<file path="config.mk">
export PLATFORM = sky130hd
export DESIGN_NAME = dm_access_ctrl_flat
export DESIGN_NICKNAME = d
export VERILOG_FILES = /design/src/rtl/dm_access_ctrl_if.sv /design/src/rtl/dm_access_ctrl.sv /design/src/flat_wrapper.sv
export SDC_FILE = /design/constraint.sdc
export NUM_CORES = 1
export LEC_CHECK = 0
export CAP_MARGIN = 0
export CORE_UTILIZATION = 43
export CTS_CLUSTER_DIAMETER = 100
export CTS_CLUSTER_SIZE = 24
export DETAILED_ROUTE_END_ITERATION = 10
export GPL_ROUTABILITY_DRIVEN = 0
export PLACE_DENSITY = 0.86
export REMOVE_ABC_BUFFERS = 1
export SLEW_MARGIN = 0
export SYNTH_ARGS = -nofsm -noshare
export SYNTH_HDL_FRONTEND = slang
export SYNTH_SLANG_ARGS = --single-unit
</file>
<file path="constraint.sdc">
create_clock -name clk -period 2.7 [get_ports clk]
set_input_delay 0.405 -clock clk [delete_from_list [all_inputs] [get_ports clk]]
set_output_delay 0.405 -clock clk [all_outputs]
set_load 0.02 [all_outputs]
</file>
<file path="src/rtl/dm_access_ctrl_if.sv">
// Requester-side bus of dm_access_ctrl: two request ports sharing one response path.
interface dm_access_ctrl_if;
    logic        req0, we0, sext0, ack0;
    logic [1:0]  size0;
    logic [31:0] addr0, wdata0;
    logic        req1, we1, sext1, ack1;
    logic [1:0]  size1;
    logic [31:0] addr1, wdata1;
    logic [31:0] rdata;
    logic        err;

    modport master (
        output req0, we0, size0, sext0, addr0, wdata0,
        output req1, we1, size1, sext1, addr1, wdata1,
        input  ack0, ack1, rdata, err
    );

    modport slave (
        input  req0, we0, size0, sext0, addr0, wdata0,
        input  req1, we1, size1, sext1, addr1, wdata1,
        output ack0, ack1, rdata, err
    );
endinterface

</file>
<file path="src/rtl/dm_access_ctrl.sv">
// Two-port arbiter/sequencer for a word-wide data memory: sub-word loads,
// read-modify-write sub-word stores, alignment checking.
module dm_access_ctrl #(
    parameter int ADDR_WIDTH  = 10,
    parameter bit CHECK_ALIGN = 1'b1
) (
    input  logic            clk,
    input  logic            reset,
    dm_access_ctrl_if.slave bus,
    output logic            busy,
    output logic [31:0]     mem_addr,
    output logic            mem_we,
    output logic [31:0]     mem_din,
    input  logic [31:0]     mem_dout
);
    typedef enum logic [1:0] {IDLE, ACCESS, MERGE, DONE} state_t;

    // Only what later states need: byte lane and the low half of store data.
    typedef struct packed {
        logic        port;
        logic        we;
        logic [1:0]  size;
        logic        sext;
        logic [1:0]  lane;
        logic [15:0] wdata;
    } op_t;

    state_t      state, state_nx;
    op_t         op;
    logic        last_grant;
    logic        ack0_q, ack1_q, err_q;
    logic [31:0] rdata_q;

    logic        any_req, gnt_port, gnt_we, gnt_sext, gnt_misal;
    logic [1:0]  gnt_size;
    logic [31:0] gnt_addr, gnt_wdata, gnt_addr_al;
    logic [31:0] lane_data, load_data, merge_data;
    logic        unused_addr;

    always_comb begin
        any_req   = bus.req0 | bus.req1;
        gnt_port  = (bus.req0 & bus.req1) ? ~last_grant : bus.req1;
        gnt_we    = gnt_port ? bus.we1    : bus.we0;
        gnt_size  = gnt_port ? bus.size1  : bus.size0;
        gnt_sext  = gnt_port ? bus.sext1  : bus.sext0;
        gnt_addr  = gnt_port ? bus.addr1  : bus.addr0;
        gnt_wdata = gnt_port ? bus.wdata1 : bus.wdata0;

        // Low bits are cleared even when checking; a misaligned op never uses them.
        gnt_misal   = 1'b0;
        gnt_addr_al = gnt_addr;
        if (gnt_size[1]) begin
            gnt_misal         = |gnt_addr[1:0];
            gnt_addr_al[1:0]  = 2'b00;
        end else if (gnt_size[0]) begin
            gnt_misal         = gnt_addr[0];
            gnt_addr_al[0]    = 1'b0;
        end
        gnt_misal = gnt_misal & CHECK_ALIGN;
    end

    // Bits above ADDR_WIDTH are dropped on purpose (address aliasing).
    assign unused_addr = ^gnt_addr_al;

    always_comb begin
        lane_data = mem_dout >> {op.lane, 3'b000};
        case (op.size)
            2'b00:   load_data = {{24{op.sext & lane_data[7]}},  lane_data[7:0]};
            2'b01:   load_data = {{16{op.sext & lane_data[15]}}, lane_data[15:0]};
            default: load_data = mem_dout;
        endcase
        merge_data = mem_dout;
        if (op.size[0]) merge_data[{op.lane[1], 4'b0000} +: 16] = op.wdata;
        else            merge_data[{op.lane, 3'b000} +: 8]       = op.wdata[7:0];
    end

    always_ff @(posedge clk) begin
        if (reset) state <= IDLE;
        else       state <= state_nx;
    end

    always_comb begin
        state_nx = state;
        case (state)
            IDLE:    if (any_req) state_nx = gnt_misal ? DONE : ACCESS;
            ACCESS:  state_nx = (op.we && !op.size[1]) ? MERGE : DONE;
            MERGE:   state_nx = DONE;
            default: state_nx = IDLE;
        endcase
    end

    always_comb begin
        busy   = (state != IDLE);
        mem_we = !reset && ((state == ACCESS && op.we && op.size[1]) || state == MERGE);
    end

    always_ff @(posedge clk) begin
        if (reset) begin
            last_grant <= 1'b1;
            op         <= '0;
            mem_addr   <= '0;
            mem_din    <= '0;
            ack0_q     <= 1'b0;
            ack1_q     <= 1'b0;
            rdata_q    <= '0;
            err_q      <= 1'b0;
        end else begin
            ack0_q <= 1'b0;
            ack1_q <= 1'b0;
            case (state)
                IDLE: if (any_req) begin
                    last_grant <= gnt_port;
                    op <= '{port: gnt_port, we: gnt_we, size: gnt_size, sext: gnt_sext,
                            lane: gnt_addr_al[1:0], wdata: gnt_wdata[15:0]};
                    if (gnt_misal) begin
                        {ack1_q, ack0_q} <= gnt_port ? 2'b10 : 2'b01;
                        err_q            <= 1'b1;
                        rdata_q          <= '0;
                    end else begin
                        mem_addr <= 32'(gnt_addr_al[ADDR_WIDTH-1:2]) << 2;
                        if (gnt_we && gnt_size[1]) mem_din <= gnt_wdata;
                    end
                end
                ACCESS: begin
                    if (op.we && !op.size[1]) begin
                        mem_din <= merge_data;
                    end else begin
                        {ack1_q, ack0_q} <= op.port ? 2'b10 : 2'b01;
                        err_q            <= 1'b0;
                        rdata_q          <= op.we ? 32'd0 : load_data;
                    end
                end
                MERGE: begin
                    {ack1_q, ack0_q} <= op.port ? 2'b10 : 2'b01;
                    err_q            <= 1'b0;
                    rdata_q          <= '0;
                end
                default: ;
            endcase
        end
    end

    assign bus.ack0  = ack0_q;
    assign bus.ack1  = ack1_q;
    assign bus.rdata = rdata_q;
    assign bus.err   = err_q;
endmodule

</file>
<file path="src/flat_wrapper.sv">
// flat-port wrapper written by rule: the top's interface ports become plain ports
module dm_access_ctrl_flat 
#(
    parameter int ADDR_WIDTH  = 10,
    parameter bit CHECK_ALIGN = 1'b1
)
  (clk, reset, busy, mem_addr, mem_we, mem_din, mem_dout, bus_req0, bus_we0, bus_size0, bus_sext0, bus_addr0, bus_wdata0, bus_req1, bus_we1, bus_size1, bus_sext1, bus_addr1, bus_wdata1, bus_ack0, bus_ack1, bus_rdata, bus_err);
  dm_access_ctrl_if bus_i ();
  input  logic clk;
  input  logic reset;
  output logic busy;
  output logic [31:0] mem_addr;
  output logic mem_we;
  output logic [31:0] mem_din;
  input  logic [31:0] mem_dout;
  input wire logic [$bits(bus_i.req0)-1:0] bus_req0;
  input wire logic [$bits(bus_i.we0)-1:0] bus_we0;
  input wire logic [$bits(bus_i.size0)-1:0] bus_size0;
  input wire logic [$bits(bus_i.sext0)-1:0] bus_sext0;
  input wire logic [$bits(bus_i.addr0)-1:0] bus_addr0;
  input wire logic [$bits(bus_i.wdata0)-1:0] bus_wdata0;
  input wire logic [$bits(bus_i.req1)-1:0] bus_req1;
  input wire logic [$bits(bus_i.we1)-1:0] bus_we1;
  input wire logic [$bits(bus_i.size1)-1:0] bus_size1;
  input wire logic [$bits(bus_i.sext1)-1:0] bus_sext1;
  input wire logic [$bits(bus_i.addr1)-1:0] bus_addr1;
  input wire logic [$bits(bus_i.wdata1)-1:0] bus_wdata1;
  output wire logic [$bits(bus_i.ack0)-1:0] bus_ack0;
  output wire logic [$bits(bus_i.ack1)-1:0] bus_ack1;
  output wire logic [$bits(bus_i.rdata)-1:0] bus_rdata;
  output wire logic [$bits(bus_i.err)-1:0] bus_err;
  assign bus_i.req0 = bus_req0;
  assign bus_i.we0 = bus_we0;
  assign bus_i.size0 = bus_size0;
  assign bus_i.sext0 = bus_sext0;
  assign bus_i.addr0 = bus_addr0;
  assign bus_i.wdata0 = bus_wdata0;
  assign bus_i.req1 = bus_req1;
  assign bus_i.we1 = bus_we1;
  assign bus_i.size1 = bus_size1;
  assign bus_i.sext1 = bus_sext1;
  assign bus_i.addr1 = bus_addr1;
  assign bus_i.wdata1 = bus_wdata1;
  assign bus_ack0 = bus_i.ack0;
  assign bus_ack1 = bus_i.ack1;
  assign bus_rdata = bus_i.rdata;
  assign bus_err = bus_i.err;
  dm_access_ctrl #(.ADDR_WIDTH(ADDR_WIDTH), .CHECK_ALIGN(CHECK_ALIGN)) u_core (.clk(clk), .reset(reset), .bus(bus_i), .busy(busy), .mem_addr(mem_addr), .mem_we(mem_we), .mem_din(mem_din), .mem_dout(mem_dout));
endmodule
</file>
==> results.cfg, run 1 <==
[sta]
slew_headroom_pct = 31.24
max_freq_mhz = 398.5
setup-violations-final = 0
rsz0062_at_grt = no
hold_viol = 0
drv_slew = 0
worst_pin_slew_ps = 1030
finalCriticalPeriod_ps = 2509
min_period_over_period_pct = 92.94
clock-skew-final_ps = 8.898

[placed_design]
io_buffer_count = 204
hpwl_um = 14340
dp_cells = 1080

[drt]
wirelength_um = 19620
drc_errors = 1
routedWlPerCell_um = 17.90
postRouteAntennaNets = 0
vias = 6467
dr.pass1.iters = 8
vias_per_cell = 5.901
drtIter0Drc = 723

[critical_path]
critPathTopFamily = compound AO/OA/AOI/OAI gates
worstSetupEndpointType = register
worstSetupPathType = register to register
ff2ff_setup_slack_ps = 190
critPathRequiredTime_ps = 2990
critical_path_buf_inv_count = 0
crit_path_end = u_core.bus.rdata[27]
r2r_cells = 5
critPathLaunchType = register
slowest_stage = a211oi_2
crit_chain = ha_1 > or4b_1 > a21o_1 > a211oi_2 > a22o_1
crit_start = u_core.state[0]
timing.rr.end = u_core.bus.rdata[27]
r2r_start = u_core.state[0]
critPathArrivalTime_ps = 2800
crit_path_max_incr_delay_ps = 840
path_depth = 5
path_max_fanout = 16

[cts]
clk_pin_slew_ps = 70
cts_buffers = 9
cts_buffer_depth = 2
cts.sinks = 101
cts-root-buf = clkbuf_16
cts_setup_buffers = 0
cts_hold_buf = 0
cts_tree = built
cts-resized-gates = 0
insertion_delay_ps = 350
htreeDepth = 3

[global_routing]
antenna_found_initial = 0
grt_overflow = 0
grt_start_max_net_pins = 79
grt_pass1_vias = 5844
track_usage_pct = 25.59
grt_pass1_wl_um = 30350

[layout]
fin_util_pct = 60.91
finalNonFillerCells = 1096
num_antenna_cells = 0
fill_cells = 1241
areaGrowthSynthToFinish_pct = 38.54
layout.nets = 1088
drive_above_1_share_pct = 10.31

[yosys]
synth_edf_count = 0
synth_seq_area_share_pct = 31.76
syn_inst = 732
synth-xor-area-share_pct = 0.1376
async_reset_ff_share_pct = 0
synth_warnings = 0
ys_seq_elements = 101
synth_adder_area_share_pct = 1.769
synth-compound-area-share_pct = 31.29
ys.flop_type = dfxtp_1
synth_top_family_by_area = compound AO/OA/AOI/OAI gates
synth_cell_type_count = 60
synthMuxAreaShare_pct = 14.15
synth_area_per_cell_sq_um = 8.697
synth-simple-area-share_pct = 12.30
synth_area_sq_um = 6366

[power]
p_per_area_nw_per_um2 = 823.0
ir_drop_mv = 0.5909
cellLeakagePower_nw = 3.264

[floorplan]
io-pin-count = 273
die_area_sq_um = 15300
initial_core_util_pct = 43.97
num_rows = 44
core_area_sq_um = 14480
die_w_um = 123.7
dieHeight_um = 123.7

[run_status]
outcome = finished, violations left
violations = design-rule violations

[min_path]
hp-class = register to register

[job]
cap_violations = 0
sequential cells by signal (all words and copies together), names as in the netlist:
register	count
u_core.bus.ack1	1
u_core.bus.rdata	32
u_core.last_grant	1
u_core.bus.err	1
u_core.state	2
u_core.bus.ack0	1
u_core.mem_din	32
u_core.mem_addr	8
u_core.op	23
logic make-up after synthesis:
family,after synthesis
buf+inv,108
xor+xnor,1
fa+ha+maj,9
other cells,1
simple gates,154
compound gates,274
flops,101
mux,84
cells in the mapped netlist (all sizes together) (2+ instances only):
| library cell | n | share of area (%) |
|---|---|---|
| a211o | 18 | 2.5 |
| a211oi | 50 | 6.1 |
| a21oi | 41 | 3.2 |
| a221o | 16 | 2.5 |
| a221oi | 16 | 2.2 |
| a22o | 23 | 3.2 |
| a22oi | 2 | 0.24 |
| a2bb2oi | 4 | 0.55 |
| a311o | 3 | 0.47 |
| a311oi | 2 | 0.28 |
| a31oi | 3 | 0.29 |
| a32o | 9 | 1.4 |
| a32oi | 2 | 0.28 |
| and2 | 3 | 0.29 |
| buf | 53 | 5.3 |
| clkbuf | 41 | 2.4 |
| dfxtp | 101 | 32 |
| ha | 9 | 1.8 |
| inv | 14 | 0.83 |
| mux2 | 35 | 6.2 |
| mux2i | 48 | 7.5 |
| nand2 | 23 | 1.4 |
| nand2b | 19 | 1.9 |
| nand3 | 2 | 0.16 |
| nor2 | 61 | 3.6 |
| nor2b | 21 | 2.1 |
| nor3 | 5 | 0.39 |
| nor4bb | 5 | 0.79 |
| o21ai | 52 | 4.1 |
| o221ai | 6 | 0.83 |
| o22ai | 16 | 1.6 |
| o311ai | 2 | 0.28 |
| o32a | 3 | 0.47 |
| or3 | 6 | 0.59 |
final cells by class:
type | instances | area, sq um | area share [%]
well taps | 184 | 230.2 | 2.610
clock inverters | 5 | 57.56 | 0.6526
flip-flops and latches | 101 | 2023 | 22.94
repair buffers | 235 | 2295 | 26.02
multi-input cells | 546 | 3919 | 44.43
inverters | 14 | 52.55 | 0.5958
clock buffers | 11 | 242.7 | 2.752
worst register-to-register path, cell delays in order, from the launching register on:
cell and delay [ps]:
dfxtp_1 330, ha_1 310, or4b_1 540, a21o_1 180, a211oi_2 840, a22o_1 250
where the power goes:
group	internal (W)	switching, W
clock	0.000748	0.000581
sequential	0.00178	0.000284
combinational	0.00167	0.00220
total	0.00420	0.00306
metrics by stage:
step	setup TNS, ps	hold WS, ps	total power (W)	instance area [sq um]	worst slack [ps]
after floorplan	-166340	474.1	0.004510	5962	-3131
after global placement	0	441.8	0.005805	8519	7.653
after detailed placement	-451.1	446.2	0.005893	8519	-40.22
after CTS	0	454.7	0.007239	8820	190.8
after global routing	0	490.0	0.007721	8820	70.08
final	0	454.2	0.007258	8820	190.7
worst min path at each step:
stage,startpoint,endpoint,cells after the start
2_1_floorplan,reset,u_core.bus.rdata[0],1
3_3_place_gp,u_core.mem_din[21],u_core.mem_din[21],2
3_5_place_dp,u_core.mem_din[25],u_core.mem_din[25],2
4_1_cts,u_core.mem_din[25],u_core.mem_din[25],2
5_1_grt,u_core.mem_din[30],u_core.mem_din[30],2
6_report,u_core.mem_din[25],u_core.mem_din[25],2
cells in the final DEF, fill, tap and decap left out, types with 3 or more instances in the layout:
| cell | synthesis | final |
|---|---|---|
| clkdlybuf4s50_1 | 0 | 203 |
| o22ai_1 | 16 | 16 |
| mux2i_1 | 48 | 48 |
| inv_1 | 14 | 14 |
| nand2b_1 | 19 | 19 |
| buf_4 | 29 | 29 |
| o32a_1 | 3 | 3 |
| a21oi_1 | 41 | 40 |
| a221o_1 | 16 | 16 |
| nor4bb_1 | 5 | 5 |
| conb_1 | 1 | 24 |
| a32o_1 | 9 | 9 |
| ha_1 | 9 | 8 |
| o21ai_0 | 51 | 51 |
| nor2b_1 | 21 | 21 |
| dfxtp_1 | 101 | 100 |
| or3_1 | 6 | 6 |
| nand2_1 | 23 | 23 |
| nor3_1 | 5 | 5 |
| nor2_1 | 60 | 59 |
| a311o_1 | 3 | 3 |
| and2_1 | 3 | 3 |
| a211oi_1 | 47 | 47 |
| a211oi_2 | 3 | 3 |
| a221oi_1 | 16 | 16 |
| a2bb2oi_1 | 4 | 4 |
| mux2_2 | 34 | 34 |
| a211o_1 | 18 | 18 |
| o221ai_1 | 6 | 6 |
| a22o_1 | 23 | 23 |
| clkbuf_16 | 0 | 9 |
metal layers:
layer	vias to the layer above	routed length [um]	global-route usage (%)	part of all wire (%)
li1	3086	-	-	-
met5	-	0	0	0
met1	3040	8247	33.31	42
met3	43	1651	5.723	8.4
met4	0	627	11.45	3.2
met2	298	9093	40.24	46
No activity file was read; power rests on OpenSTA's default activity.
==> run 2, diff against run 1 <==
--- a/config.mk
+++ b/config.mk
@@ -10,9 +10,9 @@
 export CTS_CLUSTER_DIAMETER = 100
 export CTS_CLUSTER_SIZE = 24
 export DETAILED_ROUTE_END_ITERATION = 10
-export GPL_ROUTABILITY_DRIVEN = 0
 export PLACE_DENSITY = 0.86
 export REMOVE_ABC_BUFFERS = 1
+export SETUP_SLACK_MARGIN = 0.1
 export SLEW_MARGIN = 0
 export SYNTH_ARGS = -nofsm -noshare
 export SYNTH_HDL_FRONTEND = slang
==> run 2 against run 1 <==
Routed wire length is 2.2% higher. Sequential power hardly changed. Clock power is 4% lower. Worst setup slack better by 40 ps. Critical path type is now register to primary output. Clock skew is 3.7 ps higher. The flow still finishes with violations (design-rule violations). Non-clock buffer count is 6 higher.
==> results.cfg, run 2 (synthesized netlist as in run 1, its figures left out) <==
[job]
cap_violations = 0

[cts]
cts_tree = built
insertion_delay_ps = 360
cts_buffers = 9
cts-root-buf = clkbuf_16
clk_pin_slew_ps = 70
cts_buffer_depth = 2
htreeDepth = 3
cts.sinks = 101

[layout]
num_antenna_cells = 0
drive_above_1_share_pct = 11.00
layout_commonest_cell = clkdlybuf4s50_1
fin_area_sq_um = 8866
areaGrowthSynthToFinish_pct = 39.27
final_cell_mix = clkdlybuf4s50_1 (203), dfxtp_1 (100), nor2_1 (59), o21ai_0 (51), mux2i_1 (48)
fill_cells = 1264
layout.nets = 1094

[power]
seqPwrFrac_pct = 28.1
fin_total_pwr_w = 0.007267
pwr-share-clk_pct = 17.7
power_frac_comb_pct = 54.2
power_switching_w = 0.003097
intPower_w = 0.004170
p_per_area_nw_per_um2 = 819.7
cellLeakagePower_nw = 3.287
swShare_pct = 42.62
ir_drop_mv = 0.4722

[global_routing]
antenna_found_initial = 0
track_usage_pct = 25.75
grt_pass1_vias = 5879
grt_pass1_wl_um = 30530
grt_start_max_net_pins = 67
grt_overflow = 0

[critical_path]
critPathTopFamily = buffers and inverters
worstSetupPathType = register to primary output
critPathLaunchType = register
crit_path_max_incr_delay_ps = 580
crit_chain = inv_1 > ha_1 > inv_1 > clkdlybuf4s50_1
slowest_stage = clkdlybuf4s50_1
worstSetupEndpointType = primary output
path_max_fanout = 16
critPathRequiredTime_ps = 2300
critPathArrivalTime_ps = 2060
critical_path_buf_inv_count = 3
crit_path_frequent_cell = inv_1

[drt]
drtIter0Drc = 787
drc_errors = 1
vias = 6465
dr.pass1.iters = 9
vias_per_cell = 5.867
wirelength_um = 20040
postRouteAntennaNets = 0
routedWlPerCell_um = 18.19

[placed_design]
io_buffer_count = 204
placed_area_sq_um = 8552
place.gp.congestion = 0.8841
hpwl_um = 14770

[run_status]
violations = design-rule violations
outcome = finished, violations left

[floorplan]
dieHeight_um = 123.7
core_area_sq_um = 14480
num_rows = 44
die_w_um = 123.7
die_area_sq_um = 15300
io-pin-count = 273
initial_core_util_pct = 43.97

[min_path]
hp-class = register to register

[sta]
clock-skew-final_ps = 12.57
worst_pin_slew_ps = 687.3
setup-violations-final = 0
rsz0062_at_grt = no
drv_slew = 0
min_period_over_period_pct = 91.46
slew_headroom_pct = 54.03
max_freq_mhz = 405.0
hold_viol = 0
finalCriticalPeriod_ps = 2469
## run 2: tightest hold or removal path, stage by stage, from the launching register on
cell and delay, ps:
dfxtp_1 310, nand2_1 50, a21oi_1 50
## run 2: final timing paths
| check | from | endpoint | slack [ps] | cells past startpoint |
|---|---|---|---|---|
| hold reg to reg | u_core.mem_din[22] | u_core.mem_din[22] | 450 | 2 |
| hold / removal | u_core.mem_din[22] | u_core.mem_din[22] | 450 | 2 |
| setup reg to reg | u_core.op[16] | u_core.mem_din[29] | 290 | 8 |
| setup / recovery | u_core.state[0] | busy | 230 | 4 |
## run 2: power groups by stage
stage / sequential [W] / clock [W] / combinational, W
after floorplan: 0.00233 / 0 / 0.00218
after global placement: 0.00205 / 0 / 0.00377
after detailed placement: 0.00207 / 0 / 0.00384
after CTS: 0.00203 / 0.00131 / 0.00387
after global routing: 0.00208 / 0.00135 / 0.00428
final: 0.00205 / 0.00128 / 0.00394
## run 2: timing repair
item,4_1_cts,5_1_grt
endpoints found under the hold margin,0,0
hold buffers,0,0
buffers inserted,0,0
gates resized for setup,0,4
setup endpoints to repair,0,50
## run 2: routing by layer
layer | track usage (%) | routed length [um] | up-vias
met3 | 5.952 | 1721 | 35
met4 | 9.864 | 559 | 0
met2 | 40.73 | 9421 | 279
met1 | 33.86 | 8340 | 3061
met5 | 0 | 0 | -
li1 | - | - | 3090
## run 2: cell type report
type / count / area [sq um] / area share (%)
tap: 184 / 230.2 / 2.597
sequential: 101 / 2023 / 22.82
clock buffer: 13 / 270.3 / 3.048
inverter: 14 / 52.55 / 0.5927
clock inverter: 3 / 18.77 / 0.2117
multi-input combinational: 546 / 3940 / 44.44
timing repair buffer: 241 / 2331 / 26.29
## run 2: per-stage QoR
step / util (%) / hold WS (ps) / TNS, ps / cells / setup WS, ps
after detailed placement: 59.07 / 450.2 / -1540 / 1086 / -113.8
after global placement: 59.07 / 441.9 / 0 / 1086 / 0.5820
after global routing: 61.23 / 477.9 / 0 / 1102 / 116.8
after floorplan: - / 474.1 / -166340 / 661 / -3131
final: 61.23 / 454.8 / 0 / 1102 / 230.6
after CTS: 61.06 / 457.1 / 0 / 1102 / 117.3
==> run 3, diff against run 2 <==
--- a/config.mk
+++ b/config.mk
@@ -6,6 +6,7 @@
 export NUM_CORES = 1
 export LEC_CHECK = 0
 export CAP_MARGIN = 0
+export CORE_MARGIN = 10
 export CORE_UTILIZATION = 43
 export CTS_CLUSTER_DIAMETER = 100
 export CTS_CLUSTER_SIZE = 24
==> run 3 against run 2 <==
The run now ends clean. Total power up 4.9%. Critical path depth up 2. Clock power up 29%. Non-clock buffer count down 7. Fmax up 2.5%. Hold slack about the same. Critical path type is now input pin to register.
==> results.cfg, run 3 (synthesized netlist as in run 1, its figures left out) <==
[run_status]
outcome = complete, no violations

[critical_path]
path_max_fanout = 25
crit_start = bus_req1
r2r_start = u_core.op[16]
slowest_stage = a21oi_2
critPathArrivalTime_ps = 2700
critPathLaunchType = input pin
crit_path_max_incr_delay_ps = 850
worstSetupEndpointType = register
critPathTopFamily = compound AO/OA/AOI/OAI gates
crit_chain = clkdlybuf4s50_1 > a21boi_4 > mux2_4 > a211oi_2 > a21oi_2 > a22o_1
critical_path_buf_inv_count = 1
worstSetupPathType = input pin to register
critPathRequiredTime_ps = 3000

[sta]
finalCriticalPeriod_ps = 2408
hold_viol = 0
setup-violations-final = 0
slew_headroom_pct = 24.87
rsz0062_at_grt = no
final.setup.tns_ps = 0
max_freq_mhz = 415.2
hold_ws_ps = 454.9
drv_slew = 0
clock-skew-final_ps = 9.773
min_period_over_period_pct = 89.19
worst_pin_slew_ps = 1127

[floorplan]
die_area_sq_um = 20070
initial_core_util_pct = 43.80
core_area_sq_um = 14530
io-pin-count = 273
dieHeight_um = 141.7
die_w_um = 141.7
num_rows = 44

[drt]
routedWlPerCell_um = 19.87
drtIter0Drc = 710
drc_errors = 0
vias_per_cell = 5.880
postRouteAntennaNets = 0
wirelength_um = 21780
dr.pass1.iters = 6
vias = 6444

[power]
ir_drop_mv = 0.4602
fin_total_pwr_w = 0.007620
cellLeakagePower_nw = 3.293
seqPwrFrac_pct = 26.8
swShare_pct = 40.80
pwr-share-clk_pct = 21.7
p_per_area_nw_per_um2 = 857.0
power_frac_comb_pct = 51.5
intPower_w = 0.004511
power_switching_w = 0.003109

[min_path]
hp-class = register to register
hold_start = u_core.mem_din[22]

[layout]
layout_commonest_cell = clkdlybuf4s50_1
finalNonFillerCells = 1096
layout.nets = 1087
areaGrowthSynthToFinish_pct = 39.66
drive_above_1_share_pct = 10.32
final_cell_mix = clkdlybuf4s50_1 (203), dfxtp_1 (100), nor2_1 (59), o21ai_0 (51), mux2i_1 (48)

[global_routing]
grt_pass1_wl_um = 32950
grt_overflow = 0
track_usage_pct = 20.31
grt_start_max_net_pins = 58
grt_pass1_vias = 6073
antenna_found_initial = 1

[placed_design]
hpwl_um = 16600
dp_cells = 1079
io_buffer_count = 204
place.gp.congestion = 0.9456

[cts]
cts_setup_buffers = 0
htreeDepth = 3
cts_hold_buf = 0
cts_buffers = 9
cts_buffer_depth = 2
clk_pin_slew_ps = 70
cts-root-buf = clkbuf_16
insertion_delay_ps = 360
cts.sinks = 101
cts_tree = built

[job]
cap_violations = 0
==> run 3: power groups by stage <==
stage	Combinational, W	Sequential (W)	Clock [W]
CTS	0.00387	0.00203	0.00167
global route	0.00425	0.00208	0.00173
floorplan	0.00218	0.00233	0
detailed placement	0.00385	0.00206	0
global placement	0.00379	0.00205	0
finish	0.00392	0.00204	0.00165
==> run 3: what timing repair did <==
action                                  CTS  global route
hold endpoints to repair                  0             0
resized for setup                         0             1
endpoints found under the setup margin    0             2
==> run 3: metal layers <==
layer  up-vias  GRT usage (%)  routed length [um]
li1       3084              -                   -
met1      3047          25.15                8953
met2       283          32.92               10230
met3        30          5.174                2024
met4         0          8.069                 574
met5         -              0                   0
==> run 3: area by class of cell <==
type / count / area, sq um
diodes: 1 / 2.502
clock buffers: 11 / 252.7
clock inverters: 5 / 128.9
fillers: 1239 / 5643
inverters: 14 / 52.55
multi-input cells: 546 / 3926
flip-flops and latches: 101 / 2023
well taps: 184 / 230.2
repair buffers: 234 / 2275
==> run 3: path summary, 6_finish.rpt <==
kind / end / slack (ps) / cells past startpoint
max: u_core.bus.rdata[17] / 290 / 6
min: u_core.mem_din[22] / 450 / 2
max reg2reg: u_core.mem_din[27] / 360 / 8
min reg2reg: u_core.mem_din[22] / 450 / 2
==> run 3: worst min-delay path, stage by stage, from the launching register on <==
cell     delay, ps
dfxtp_1        310
nand2_1         50
a21oi_1         50
==> run 3: metrics by stage <==
step / util (%) / setup WS (ps) / area (sq um)
6_report: 61.17 / 291.8 / 8891
5_1_grt: 61.17 / 157.6 / 8891
4_1_cts: 61.11 / 303.7 / 8881
3_5_place_dp: 58.48 / -64.91 / 8499
3_3_place_gp: 58.48 / 27.95 / 8499
2_1_floorplan: - / -3131 / 5962
